==> config.mk <==
export PLATFORM = sky130hd
export DESIGN_NAME = counter_sequencer
export DESIGN_NICKNAME = d
export VERILOG_FILES = /design/src/rtl/counter_sequencer.sv
export SDC_FILE = /design/constraint.sdc
export NUM_CORES = 1
export LEC_CHECK = 0
export ABC_AREA = 1
export BUFFER_PORTS_ARGS = -buffer_cell sky130_fd_sc_hd__buf_2
export CAP_MARGIN = 20
export CELL_PAD_IN_SITES_DETAIL_PLACEMENT = 1
export CELL_PAD_IN_SITES_GLOBAL_PLACEMENT = 1
export CORE_MARGIN = 4
export CORE_UTILIZATION = 35
export DETAILED_ROUTE_END_ITERATION = 10
export PLACE_DENSITY = 0.76
export SYNTH_ARGS = -nofsm -noshare
export SYNTH_HDL_FRONTEND = slang
export SYNTH_HIERARCHICAL = 1
export SYNTH_SLANG_ARGS = --single-unit
==> constraint.sdc <==
create_clock -name clock_i -period 3.31 [get_ports clock_i]
set_input_delay 0.8275 -clock clock_i [delete_from_list [all_inputs] [get_ports clock_i]]
set_output_delay 0.8275 -clock clock_i [all_outputs]
set_load 0.005 [all_outputs]
==> src/rtl/counter_sequencer.sv <==
// Purpose: command-driven controller that loads the prescaled counter with start and enables it until count == target.
// Latency: handshake at edge N -> write pulse in N+1, RUN from N+2, earliest done_o in N+3 (one more cycle through the queue).
// Backpressure: cmd_ready_o low while a run is active; optional COUNTER_SEQUENCER_CMD_QUEUE_EN adds a 2-entry command queue.

`ifdef COUNTER_SEQUENCER_CMD_QUEUE_EN
// Generic register FIFO; DEPTH must be a power of two so the pointers wrap naturally.
module counter_sequencer_fifo #(
  parameter int W     = 16,
  parameter int DEPTH = 2
) (
  input  logic         clock_i,
  input  logic         reset_i,
  input  logic         push_vld,
  input  logic [W-1:0] push_dat,
  output logic         push_rdy,
  output logic         pop_vld,
  output logic [W-1:0] pop_dat,
  input  logic         pop_rdy
);
  localparam int AW = (DEPTH > 1) ? $clog2(DEPTH) : 1;

  logic [W-1:0]  mem [DEPTH];
  logic [AW-1:0] wr_ptr;
  logic [AW-1:0] rd_ptr;
  logic [AW:0]   cnt;
  logic          push;
  logic          pop;

  assign push_rdy = (cnt != (AW+1)'(DEPTH));
  assign pop_vld  = (cnt != '0);
  assign pop_dat  = mem[rd_ptr];
  assign push     = push_vld && push_rdy;
  assign pop      = pop_vld && pop_rdy;

  // Pointer and occupancy bookkeeping.
  always_ff @(posedge clock_i or negedge reset_i) begin
    if (!reset_i) begin
      wr_ptr <= '0;
      rd_ptr <= '0;
      cnt    <= '0;
    end else begin
      if (push) wr_ptr <= wr_ptr + 1'b1;
      if (pop)  rd_ptr <= rd_ptr + 1'b1;
      cnt <= cnt + (AW+1)'(push) - (AW+1)'(pop);
    end
  end

  // Storage needs no reset: entries are only read when marked valid.
  always_ff @(posedge clock_i) begin
    if (push) mem[wr_ptr] <= push_dat;
  end
endmodule
`endif

module counter_sequencer #(
  parameter int WIDTH          = 8,
  parameter int TIMEOUT_CYCLES = 2048
) (
  input  logic             clock_i,
  input  logic             reset_i,
  input  logic             cmd_valid_i,
  output logic             cmd_ready_o,
  input  logic [WIDTH-1:0] cmd_start_i,
  input  logic [WIDTH-1:0] cmd_target_i,
  input  logic             abort_i,
  output logic             ctr_enable_o,
  output logic             ctr_write_o,
  output logic [WIDTH-1:0] ctr_val_o,
  input  logic [WIDTH-1:0] ctr_count_i,
  output logic             busy_o,
  output logic             done_o,
  output logic             timeout_o,
  output logic [WIDTH-1:0] result_o
);
  localparam int            WD_W    = $clog2(TIMEOUT_CYCLES);
  localparam logic [WD_W-1:0] WD_LAST = WD_W'(TIMEOUT_CYCLES - 1);

  typedef enum logic [1:0] {ST_IDLE, ST_LOAD, ST_RUN, ST_DONE} state_t;

  state_t           state_q, state_d;
  logic [WIDTH-1:0] start_q, target_q, result_q;
  logic [WD_W-1:0]  wdog_q;
  logic             tmo_q, tmo_d;
  logic             cmd_take;
  logic             cmd_src_vld;
  logic [WIDTH-1:0] cmd_src_start, cmd_src_target;
  logic             match;

`ifdef COUNTER_SEQUENCER_CMD_QUEUE_EN
  logic               q_push_rdy;
  logic               q_pop_vld;
  logic [2*WIDTH-1:0] q_pop_dat;

  counter_sequencer_fifo #(.W(2*WIDTH), .DEPTH(2)) u_cmd_fifo (
    .clock_i  (clock_i),
    .reset_i  (reset_i),
    .push_vld (cmd_valid_i),
    .push_dat ({cmd_start_i, cmd_target_i}),
    .push_rdy (q_push_rdy),
    .pop_vld  (q_pop_vld),
    .pop_dat  (q_pop_dat),
    .pop_rdy  (cmd_take)
  );

  assign cmd_src_vld                     = q_pop_vld;
  assign {cmd_src_start, cmd_src_target} = q_pop_dat;
  assign cmd_ready_o                     = q_push_rdy;
  assign busy_o                          = (state_q != ST_IDLE) || q_pop_vld;
`else
  assign cmd_src_vld    = cmd_valid_i;
  assign cmd_src_start  = cmd_start_i;
  assign cmd_src_target = cmd_target_i;
  assign cmd_ready_o    = (state_q == ST_IDLE);
  assign busy_o         = (state_q != ST_IDLE);
`endif

  assign match = (ctr_count_i == target_q);

  // Counter enable stops on the match itself, so the counter never passes target.
  assign ctr_enable_o = (state_q == ST_RUN) && !match && !abort_i;
  assign ctr_write_o  = (state_q == ST_LOAD);
  assign ctr_val_o    = start_q;
  assign done_o       = (state_q == ST_DONE);
  assign timeout_o    = (state_q == ST_DONE) && tmo_q;
  assign result_o     = result_q;

  // State register.
  always_ff @(posedge clock_i or negedge reset_i) begin
    if (!reset_i) state_q <= ST_IDLE;
    else          state_q <= state_d;
  end

  // Next state; RUN exit priority is abort, then match, then watchdog.
  always_comb begin
    state_d  = state_q;
    cmd_take = 1'b0;
    tmo_d    = tmo_q;
    case (state_q)
      ST_IDLE: begin
        if (cmd_src_vld) begin
          cmd_take = 1'b1;
          state_d  = ST_LOAD;
        end
      end
      ST_LOAD: state_d = ST_RUN;
      ST_RUN: begin
        if (abort_i) begin
          state_d = ST_IDLE;
        end else if (match) begin
          state_d = ST_DONE;
          tmo_d   = 1'b0;
        end else if (wdog_q == WD_LAST) begin
          state_d = ST_DONE;
          tmo_d   = 1'b1;
        end
      end
      ST_DONE: begin
        state_d = ST_IDLE;
`ifdef COUNTER_SEQUENCER_CMD_QUEUE_EN
        if (cmd_src_vld) begin
          cmd_take = 1'b1;
          state_d  = ST_LOAD;
        end
`endif
      end
      default: state_d = ST_IDLE;
    endcase
  end

  // Command latch, watchdog, timeout flag and result capture.
  always_ff @(posedge clock_i or negedge reset_i) begin
    if (!reset_i) begin
      start_q  <= '0;
      target_q <= '0;
      wdog_q   <= '0;
      tmo_q    <= 1'b0;
      result_q <= '0;
    end else begin
      if (cmd_take) begin
        start_q  <= cmd_src_start;
        target_q <= cmd_src_target;
      end
      if (state_q == ST_LOAD)     wdog_q <= '0;
      else if (state_q == ST_RUN) wdog_q <= wdog_q + 1'b1;
      tmo_q <= tmo_d;
      if (state_q == ST_DONE) result_q <= ctr_count_i;
    end
  end
endmodule

==> results of run 1 <==
-- worst max-delay path by stage --
stage	startpoint	to	slack (ns)	cells after the start
detailed placement	abort_i	ctr_enable_o	0.89	5
global placement	abort_i	ctr_enable_o	0.90	5
global route	state_q[0]	ctr_enable_o	0.59	7
floorplan	abort_i	ctr_enable_o	1.23	3
CTS	state_q[0]	ctr_enable_o	0.74	7
finish	state_q[0]	ctr_enable_o	0.78	7
-- state kept, by name, indices dropped and copies added, names as in the netlist --
signal and cells:
tmo_q 1, wdog_q 11, ctr_val_o 8, result_o 8, target_q 8, state_q 2
-- metal layers --
| metal | share of wire | GRT usage |
|---|---|---|
| met4 | 0.011 | 0.0507 |
| met1 | 0.41 | 0.172 |
| met5 | 0 | 0 |
| met2 | 0.54 | 0.279 |
| met3 | 0.042 | 0.0404 |
-- synth_stat cells (all sizes together) --
library cell | number | share of area
nand2 | 39 | 0.084
o211a | 1 | 0.0055
o22ai | 1 | 0.0034
and3 | 1 | 0.0034
nor2 | 21 | 0.049
clkbuf | 1 | 0.0021
nor3 | 1 | 0.0027
o21ai | 7 | 0.021
mux2 | 14 | 0.086
buf | 3 | 0.012
inv | 26 | 0.053
a21oi | 19 | 0.052
or2 | 2 | 0.0068
dfrtp | 38 | 0.52
o21bai | 2 | 0.0082
xnor2 | 3 | 0.014
ha | 6 | 0.041
nand3 | 10 | 0.036
-- area by class of cell --
class                      instances  area [um^2]  area share
inverter                          26         97.6      0.0432
clock buffer                       5         68.8      0.0305
clock inverter                     3         45.0      0.0199
sequential                        38          951       0.421
timing repair buffer              50          253       0.112
multi-input combinational        127          756       0.335
tap                               70         87.6      0.0388
-- stage by stage --
stage	hold slack [ns]	total power, mW	utilization	instance area (um^2)	setup slack [ns]
floorplan	0.468	1.24	-	1830	1.23
global placement	0.483	1.46	0.423	2140	0.899
detailed placement	0.488	1.50	0.423	2140	0.894
CTS	0.507	1.91	0.445	2260	0.738
global route	0.529	2.05	0.445	2260	0.593
finish	0.502	1.87	0.445	2260	0.784
-- cell usage in the layout (no fill, tap or decap) --
cell	count
sky130_fd_sc_hd__buf_2	49
sky130_fd_sc_hd__dfrtp_1	38
sky130_fd_sc_hd__nand2_1	36
sky130_fd_sc_hd__inv_1	24
sky130_fd_sc_hd__nor2_1	19
sky130_fd_sc_hd__a21oi_1	19
sky130_fd_sc_hd__mux2_2	14
sky130_fd_sc_hd__nand3_1	7
sky130_fd_sc_hd__ha_1	6
sky130_fd_sc_hd__clkbuf_8	5
sky130_fd_sc_hd__xnor2_1	3
sky130_fd_sc_hd__nand2_2	3
sky130_fd_sc_hd__nand3_2	3
sky130_fd_sc_hd__o21ai_0	3
sky130_fd_sc_hd__o21ai_1	3
sky130_fd_sc_hd__inv_2	2
sky130_fd_sc_hd__or2_2	2
sky130_fd_sc_hd__o21bai_1	2
sky130_fd_sc_hd__clkinvlp_4	2
sky130_fd_sc_hd__and3_1	1
sky130_fd_sc_hd__nor2_4	1
sky130_fd_sc_hd__o21ai_2	1
sky130_fd_sc_hd__o22ai_1	1
sky130_fd_sc_hd__nor2_2	1
sky130_fd_sc_hd__o211a_1	1
sky130_fd_sc_hd__nor3_1	1
sky130_fd_sc_hd__bufinv_16	1
sky130_fd_sc_hd__buf_4	1
-- power groups by stage --
stage / Sequential [mW] / Clock, mW / Combinational, mW
floorplan: 0.762 / 0 / 0.476
global route: 0.792 / 0.434 / 0.823
detailed placement: 0.776 / 0 / 0.728
global placement: 0.762 / 0 / 0.699
finish: 0.763 / 0.400 / 0.712
CTS: 0.767 / 0.414 / 0.732
-- cells by family after synthesis --
kind of cell	after synthesis	synth area share
buf+inv	30	0.0670
compound gates	30	0.0903
xor+xnor	3	0.0144
mux	14	0.0862
simple gates	74	0.181
fa+ha+maj	6	0.0410
flops	38	0.520
==> run summary, run 1 <==
The part of the power in registers is 0.407. Of the available clock period, the critical path in the final layout requires 0.763. For this design the static power due to leakage is 1.17 nW. The worst hold path stage count is 1. The detailed router placed 1486 vias in this run. The number of input and output port buffers inserted is 49. The placed wire-length estimate after detailed placement is 3.30 mm. The first-pass iteration count of the detailed router came out at 4. The final weighted congestion in routability-driven placement came out at 0.741. The post-detailed-route via-to-cell ratio is 4.66.

Between clock sinks in the finished design, the worst skew comes to 0.00295 ns. The path with the worst hold slack has its endpoint at ctr_val_o[5]. Traced cell by cell, the critical path runs through inv_1 > ha_1 > inv_1 > nor2_1 > inv_1 > a21oi_1 > buf_2.

Grouping stages by cell kind, the critical path spends the most delay in buffers and inverters. The internal power summed over all cells is 1.20 mW. The total wirelength of the detailed-routed design is 4.36 mm. The number of fill cells came out at 636. The cell sitting at the root of the clock tree is a sky130_fd_sc_hd__clkbuf_8.

Of the total power, the clock network draws 0.213. 50 I/O pins were placed. The setup TNS after final layout came out at 0 ns. The combinational share of power came out at 0.380.

The switching power as a share of total power is 0.358. The via count of the first global-routing pass is 1637. The net switching power of the design is 0.671 mW. The number of storage elements in the synthesis netlist is 38.

The share of final-layout standard cells stronger than drive strength 1 came out at 0.341. The initial antenna violation count is 0. The delay of the slowest cell on the worst path came out at 0.43 ns. The first global-routing pass estimated 7.61 mm of wire. The area of the die came out at 6450 um^2. The startpoint identified for the worst hold timing path is ctr_val_o[5]. The worst endpoint data arrival time is 1.70 ns. In this run the tightest slew margin relative to its limit is 0.416. Summing every instance area after synthesis gives 1830 um^2. For this design, the sink count on the clock tree is 38. Post-CTS repair changed the size of 0 cells. The overall die height came out at 80.3 um. After detailed routing, the average wire length per cell comes to 13.7 um. The count of distinct cell types in the synthesized netlist is 26.

The slew of the pin with the lowest slew margin is 0.875 ns. The path class of the tightest hold or removal check is flip-flop to flip-flop. The clock reaches the later pin of the worst-skew pair after 0.29 ns. The buffer and inverter count on the worst path came out at 4. The floorplan has 26 rows.

The net count of the mapped netlist came out at 229. The floorplan core area came out at 5070 um^2. The total congestion overflow came out at 0. The worst register-to-register path begins at state_q[1]. The depth of the CTS H-tree came out at 2. For this run, the total global-route usage over all layers was measured as 0.153. The clock-pin slew on the worst setup and hold paths came out at 0.08 ns. The tool flagged a number of max-cap violations equal to 0. The worst setup path is of the flip-flop to output port kind.

After detailed routing, the number of remaining DRC violations is 0. The number of DRC violations after detailed-routing iteration 0 is 60. The final cell count without fillers came out at 319. The buffer count from post-CTS setup fixing came out at 0. The number of buffers on the longest clock path is 2. The post-layout net count came out at 282. The worst supply voltage drop on vdd is 451 uV. Compared with the post-synthesis result, the final layout area differs by 23.5%. The routed design could run at a clock period as short as 2.53 ns. The number of buffers inserted for hold repair after clock tree synthesis is 0. The depth of the most critical reg-to-reg path came out at 4. STA classifies the critical path startpoint as a flip-flop.

Setup repair after global routing left no endpoint under its margin. The setup-violating endpoint count in the final report came out at 0. The count of nets left with antenna violations once routing finished came out at 0. The run finished with clean final reports. For this run, the number of Yosys warnings is 6. The required time at the worst-slack endpoint is 2.48 ns. In this run the worst path has a maximum fanout of 4. The highest clock rate is 396 MHz. Entering global routing, the biggest net connects 39 pins. The number of antenna diodes in the final layout is 0. The initial core utilization came out at 0.360. The kind of end point of the critical path is an output port. The TritonCTS buffer count came out at 5. The power density over cell area came out at 830 nW/um^2. Among the stages of the critical path, the cell type that occurs most often is sky130_fd_sc_hd__inv_1. Each instance of the synthesized netlist takes up on average 9.38 um^2. The number of slew-limit violations in the final report came out at 0. The width of the die is 80.3 um.

The synthesized instance count came out at 195. The slowest stage of the critical path is the sky130_fd_sc_hd__dfrtp_1 cell. The worst flop-to-flop path endpoint is target_q[6]. The sequential fraction of the synthesis area is 0.520.

The slack of the worst reg-to-reg path is 1.39 ns. The final hold violation count is 0. TritonCTS built the clock tree. The cell count after placement is 311.
(Power assumes the default switching activity.)
==> run 2, diff against run 1 <==
--- a/config.mk
+++ b/config.mk
@@ -5,7 +5,7 @@
 export SDC_FILE = /design/constraint.sdc
 export NUM_CORES = 1
 export LEC_CHECK = 0
-export ABC_AREA = 1
+export ABC_AREA = 0
 export BUFFER_PORTS_ARGS = -buffer_cell sky130_fd_sc_hd__buf_2
 export CAP_MARGIN = 20
 export CELL_PAD_IN_SITES_DETAIL_PLACEMENT = 1
@@ -13,7 +13,7 @@
 export CORE_MARGIN = 4
 export CORE_UTILIZATION = 35
 export DETAILED_ROUTE_END_ITERATION = 10
-export PLACE_DENSITY = 0.76
+export PLACE_DENSITY = 0.77
 export SYNTH_ARGS = -nofsm -noshare
 export SYNTH_HDL_FRONTEND = slang
 export SYNTH_HIERARCHICAL = 1
==> constraint.sdc (replaced) <==
create_clock -name clock_i -period 2.3 [get_ports clock_i]
set_input_delay 0.575 -clock clock_i [delete_from_list [all_inputs] [get_ports clock_i]]
set_output_delay 0.575 -clock clock_i [all_outputs]
set_load 0.005 [all_outputs]
==> run 2 against run 1 <==
Compared with the run above: critical endpoint unchanged; cell count is 11% lower; routed wire length is 6.5% lower; register-to-register slack worse by 0.75 ns; synthesized area is 0.48% higher; sequential share of layout area is 0.89 points lower; count of clock-buffer cells in the layout is 1 higher; sequential power is 56% higher.
==> run summary, run 2 <==
The number of max-cap violations came out at 0. The count of instances resized after the clock tree is built is 0. The area fraction of the dominant cell type after synthesis is 0.517.

The total of warnings raised by yosys came out at 6. Of the total synthesized cell area, the portion taken by AND, OR, NAND and NOR gates is 0.123. The final hold violation count was 0. TritonCTS built the clock tree.

The number of clock buffers added by TritonCTS is 5. After detailed routing, no signal wire sits above met4. Leaving out fill and tap cells, the most frequent cell in the layout is sky130_fd_sc_hd__buf_2. For this design the total switching power over the nets is 1.03 mW. The floorplan core area is 5110 um^2. The fraction of the mapped netlist area in compound gates is 0.0626. The number of synthesized flops with an enable pin came out at 0. Global routing finished with a remaining overflow of 0. The final cell count without fillers came out at 284. The startpoint type of the worst setup path is a flip-flop. Of the total power, combinational logic draws 0.419. The internal portion of the total power is 2.02 mW. Data on the critical path arrives at its endpoint at 1.49 ns. The final antenna diode count came out at 0. Summed over all failing endpoints, the final setup total negative slack is 0 ns.

The required time at the worst-slack endpoint is 1.73 ns. With fillers left out, the area of the finished cells amounts to 2310 um^2. The tree is rooted in a sky130_fd_sc_hd__clkbuf_8. Averaged over all synthesized cells, the footprint is 11.7 um^2.

The sequential fraction of the synthesis area is 0.517. In this run the critical register-to-register path is launched from state_q[0]. The xor-xnor portion of the synthesized cell area is 0.0524. The depth of the most critical reg-to-reg path came out at 6. Of the total synthesized cell area, the portion taken by full adders, half adders and majority gates is 0.0408. In this run the worst setup path terminates at ctr_enable_o. The critical path runs through a total of 5 cells. The number of storage elements in the synthesis netlist is 38. The power density over cell area came out at 1320 nW/um^2.

Clock skew on the completed layout was measured at 0.00376 ns. The depth of the CTS H-tree is 2. The worst slew slack as a fraction of its limit came out at 0.642.

On the worst path, the slowest cell contributes a delay of 0.40 ns. Traced cell by cell, the critical path runs through xnor2_1 > nand4_1 > nor2_1 > nor2_1 > buf_2. Of all cell types, the one taking the most synthesized area is sky130_fd_sc_hd__dfrtp_1. Setup violations remaining at the end of the flow were counted as 0. The sum of met3 wire segment lengths after detailed routing is 253 um.

At the end of routability-driven placement, the weighted congestion stood at 0.781. The number of slew-limit violations in the final report came out at 0. The worst register-to-register path ends at wdog_q[3]. The slew of the pin with the lowest slew margin came out at 0.538 ns. The worst supply voltage drop on vdd came out at 638 uV. The register with the most flip-flops in the layout has 11 of them. The detail route stage leaves a number of antenna-violating nets equal to 0. The total wirelength of the detailed-routed design is 4.08 mm. The share of final-layout standard cells stronger than drive strength 1 is 0.425. The clock latency of the later-clocked register in the worst-skew pair came out at 0.28 ns. The fraction of the cycle the final worst path needs came out at 0.898.

Of the total power, the share spent switching nets is 0.338. The via count of the routed design is 1344. The instance area after placement came out at 2190 um^2. The mux share of post-synthesis cell area came out at 0.170.

The average wire per standard cell came out at 14.4 um. The synthesized instance count came out at 157. The remaining design rule violation count came out at 0. The post-layout net count is 248.

The kind of end point of the critical path is an output port. The share of total power dissipated in the clock network is 0.189. The signed area change from the synthesized netlist to the final layout came out at 25.5%.

The largest net degree at the start of global routing came out at 24. The post-layout minimum cycle time came out at 2.06 ns. The number of primary I/O pins came out at 50. Setup repair after global routing left no endpoint under its margin. The standby leakage power is 1.06 nW. The core occupancy in the finished layout is 0.452. The wire-length estimate of the detail-placed layout is 3.13 mm.

The number of input and output port buffers inserted is 49. Tracing the worst setup path back leads to its startpoint at target_q[7]. The overall die height came out at 80.5 um. The commonest cells after synthesis are sky130_fd_sc_hd__dfrtp_1, sky130_fd_sc_hd__mux2_2, sky130_fd_sc_hd__inv_1. Once placement completed, the tool counted placed cells totaling 277. The most used flip-flop cell after synthesis is sky130_fd_sc_hd__dfrtp_1. The number of buffers inserted for hold repair after clock tree synthesis came out at 0. The flow ran to the end, and the final reports show no timing, DRC or antenna violations. The buffer count from post-CTS setup fixing came out at 0.

The floorplan row count is 26. The first-pass iteration count of the detailed router is 3. The count of distinct cell types in the synthesized netlist came out at 33.

The critical path in this run is classified as flip-flop to output port. The first-pass GRT wire length came out at 6.88 mm. The initial antenna violation count is 0. The part of the power in registers is 0.392. The met2 wire length is 2.01 mm.

By area, the combinational part of the netlist is dominated by multiplexers. The fraction of registers with async set/reset is 1.00. Timing would allow up to 484 MHz. The net count of the mapped netlist came out at 191. The total routing usage reported by global routing is 0.140. The total standard cell area after synthesis is 1840 um^2. The area of the die is 6470 um^2. The initial core utilization came out at 0.360. The top cell types in the final layout, fill and taps aside, are sky130_fd_sc_hd__buf_2, sky130_fd_sc_hd__dfrtp_1, sky130_fd_sc_hd__mux2_2, sky130_fd_sc_hd__inv_1, sky130_fd_sc_hd__xnor2_1. The number of buffers on the longest clock path came out at 2. The worst register-to-register path has a setup slack of 0.64 ns. The top cell family by delay on the critical path is simple AND/OR/NAND/NOR gates.

The via count of the first global-routing pass is 1419. The width of the die came out at 80.5 um. Clock tree synthesis found a total of 38 sinks. By area the synthesized netlist is led by sky130_fd_sc_hd__dfrtp_1, sky130_fd_sc_hd__mux2_2, sky130_fd_sc_hd__xnor2_1.

The leading cell type by number of instances after synthesis is sky130_fd_sc_hd__dfrtp_1. The sum of routed wire segments on met1 came out at 1.77 mm. Along the worst path, the maximum fanout reaches 4. After clock tree synthesis, the clock-pin slew on the worst setup and hold paths is 0.08 ns. The post-detailed-route via-to-cell ratio is 4.73. The min-delay analysis places its worst path in the category input pin to async pin. The most numerous cell type found on the critical path is sky130_fd_sc_hd__nor2_1. The largest individual stage delay along the critical path comes from the cell sky130_fd_sc_hd__dfrtp_1. The buffer and inverter count on the worst path came out at 1.

The number of DRC violations after detailed-routing iteration 0 came out at 45. Counting flops per register, the top entry is wdog_q.
## run 2: cells by family after synthesis
| logic type | after synthesis |
|---|---|
| xor+xnor | 11 |
| buf+inv | 16 |
| flops | 38 |
| fa+ha+maj | 6 |
| mux | 28 |
| simple gates | 39 |
| compound gates | 19 |
## run 2: power groups by stage
stage          registers (mW)  clock network [mW]  logic [mW]
6_report                 1.19               0.574        1.28
5_1_grt                  1.25               0.623        1.44
4_1_cts                  1.20               0.590        1.31
3_5_place_dp             1.21                   0        1.30
3_3_place_gp             1.20                   0        1.27
2_1_floorplan            1.18                   0       0.853
## run 2: per-layer routing
layer	up-vias	global-route usage
li1	659	-
met1	650	0.173
met2	31	0.233
met3	4	0.0437
met4	0	0.0405
met5	-	0
## run 2: final cells by class
cell class                 count  area [um^2]
clock inverter                 1         30.0
fill                         603         2800
clock buffer                   6         82.6
sequential                    38          951
multi-input combinational    103          825
inverter                      11         41.3
tap                           70         87.6
timing repair buffer          55          290
## run 2: through the flow
stage                     power, mW  setup slack (ns)  hold WS (ns)
after floorplan                2.03             0.661         0.279
after global placement         2.46             0.303         0.482
after detailed placement       2.51             0.266         0.489
after CTS                      3.09             0.210         0.275
after global routing           3.32            0.0947         0.301
final                          3.05             0.235         0.265
## run 2: worst min path at each step
stage / to / start / slack [ns]
final: result_o[5] / reset_i / 0.26
after global routing: result_o[5] / reset_i / 0.30
after CTS: result_o[5] / reset_i / 0.27
after detailed placement: ctr_val_o[5] / ctr_val_o[5] / 0.49
after global placement: ctr_val_o[4] / ctr_val_o[4] / 0.48
after floorplan: ctr_val_o[0] / reset_i / 0.28
## run 2: worst register-to-register path, delay by kind of cell, from the launching register on
family | cells | cell delay [ns]
adders and majority gates | 1 | 0.34
buffers and inverters | 2 | 0.33
and+or+nand+nor | 1 | 0.26
DFF | 1 | 0.44
AOI/OAI and AO/OA | 2 | 0.20
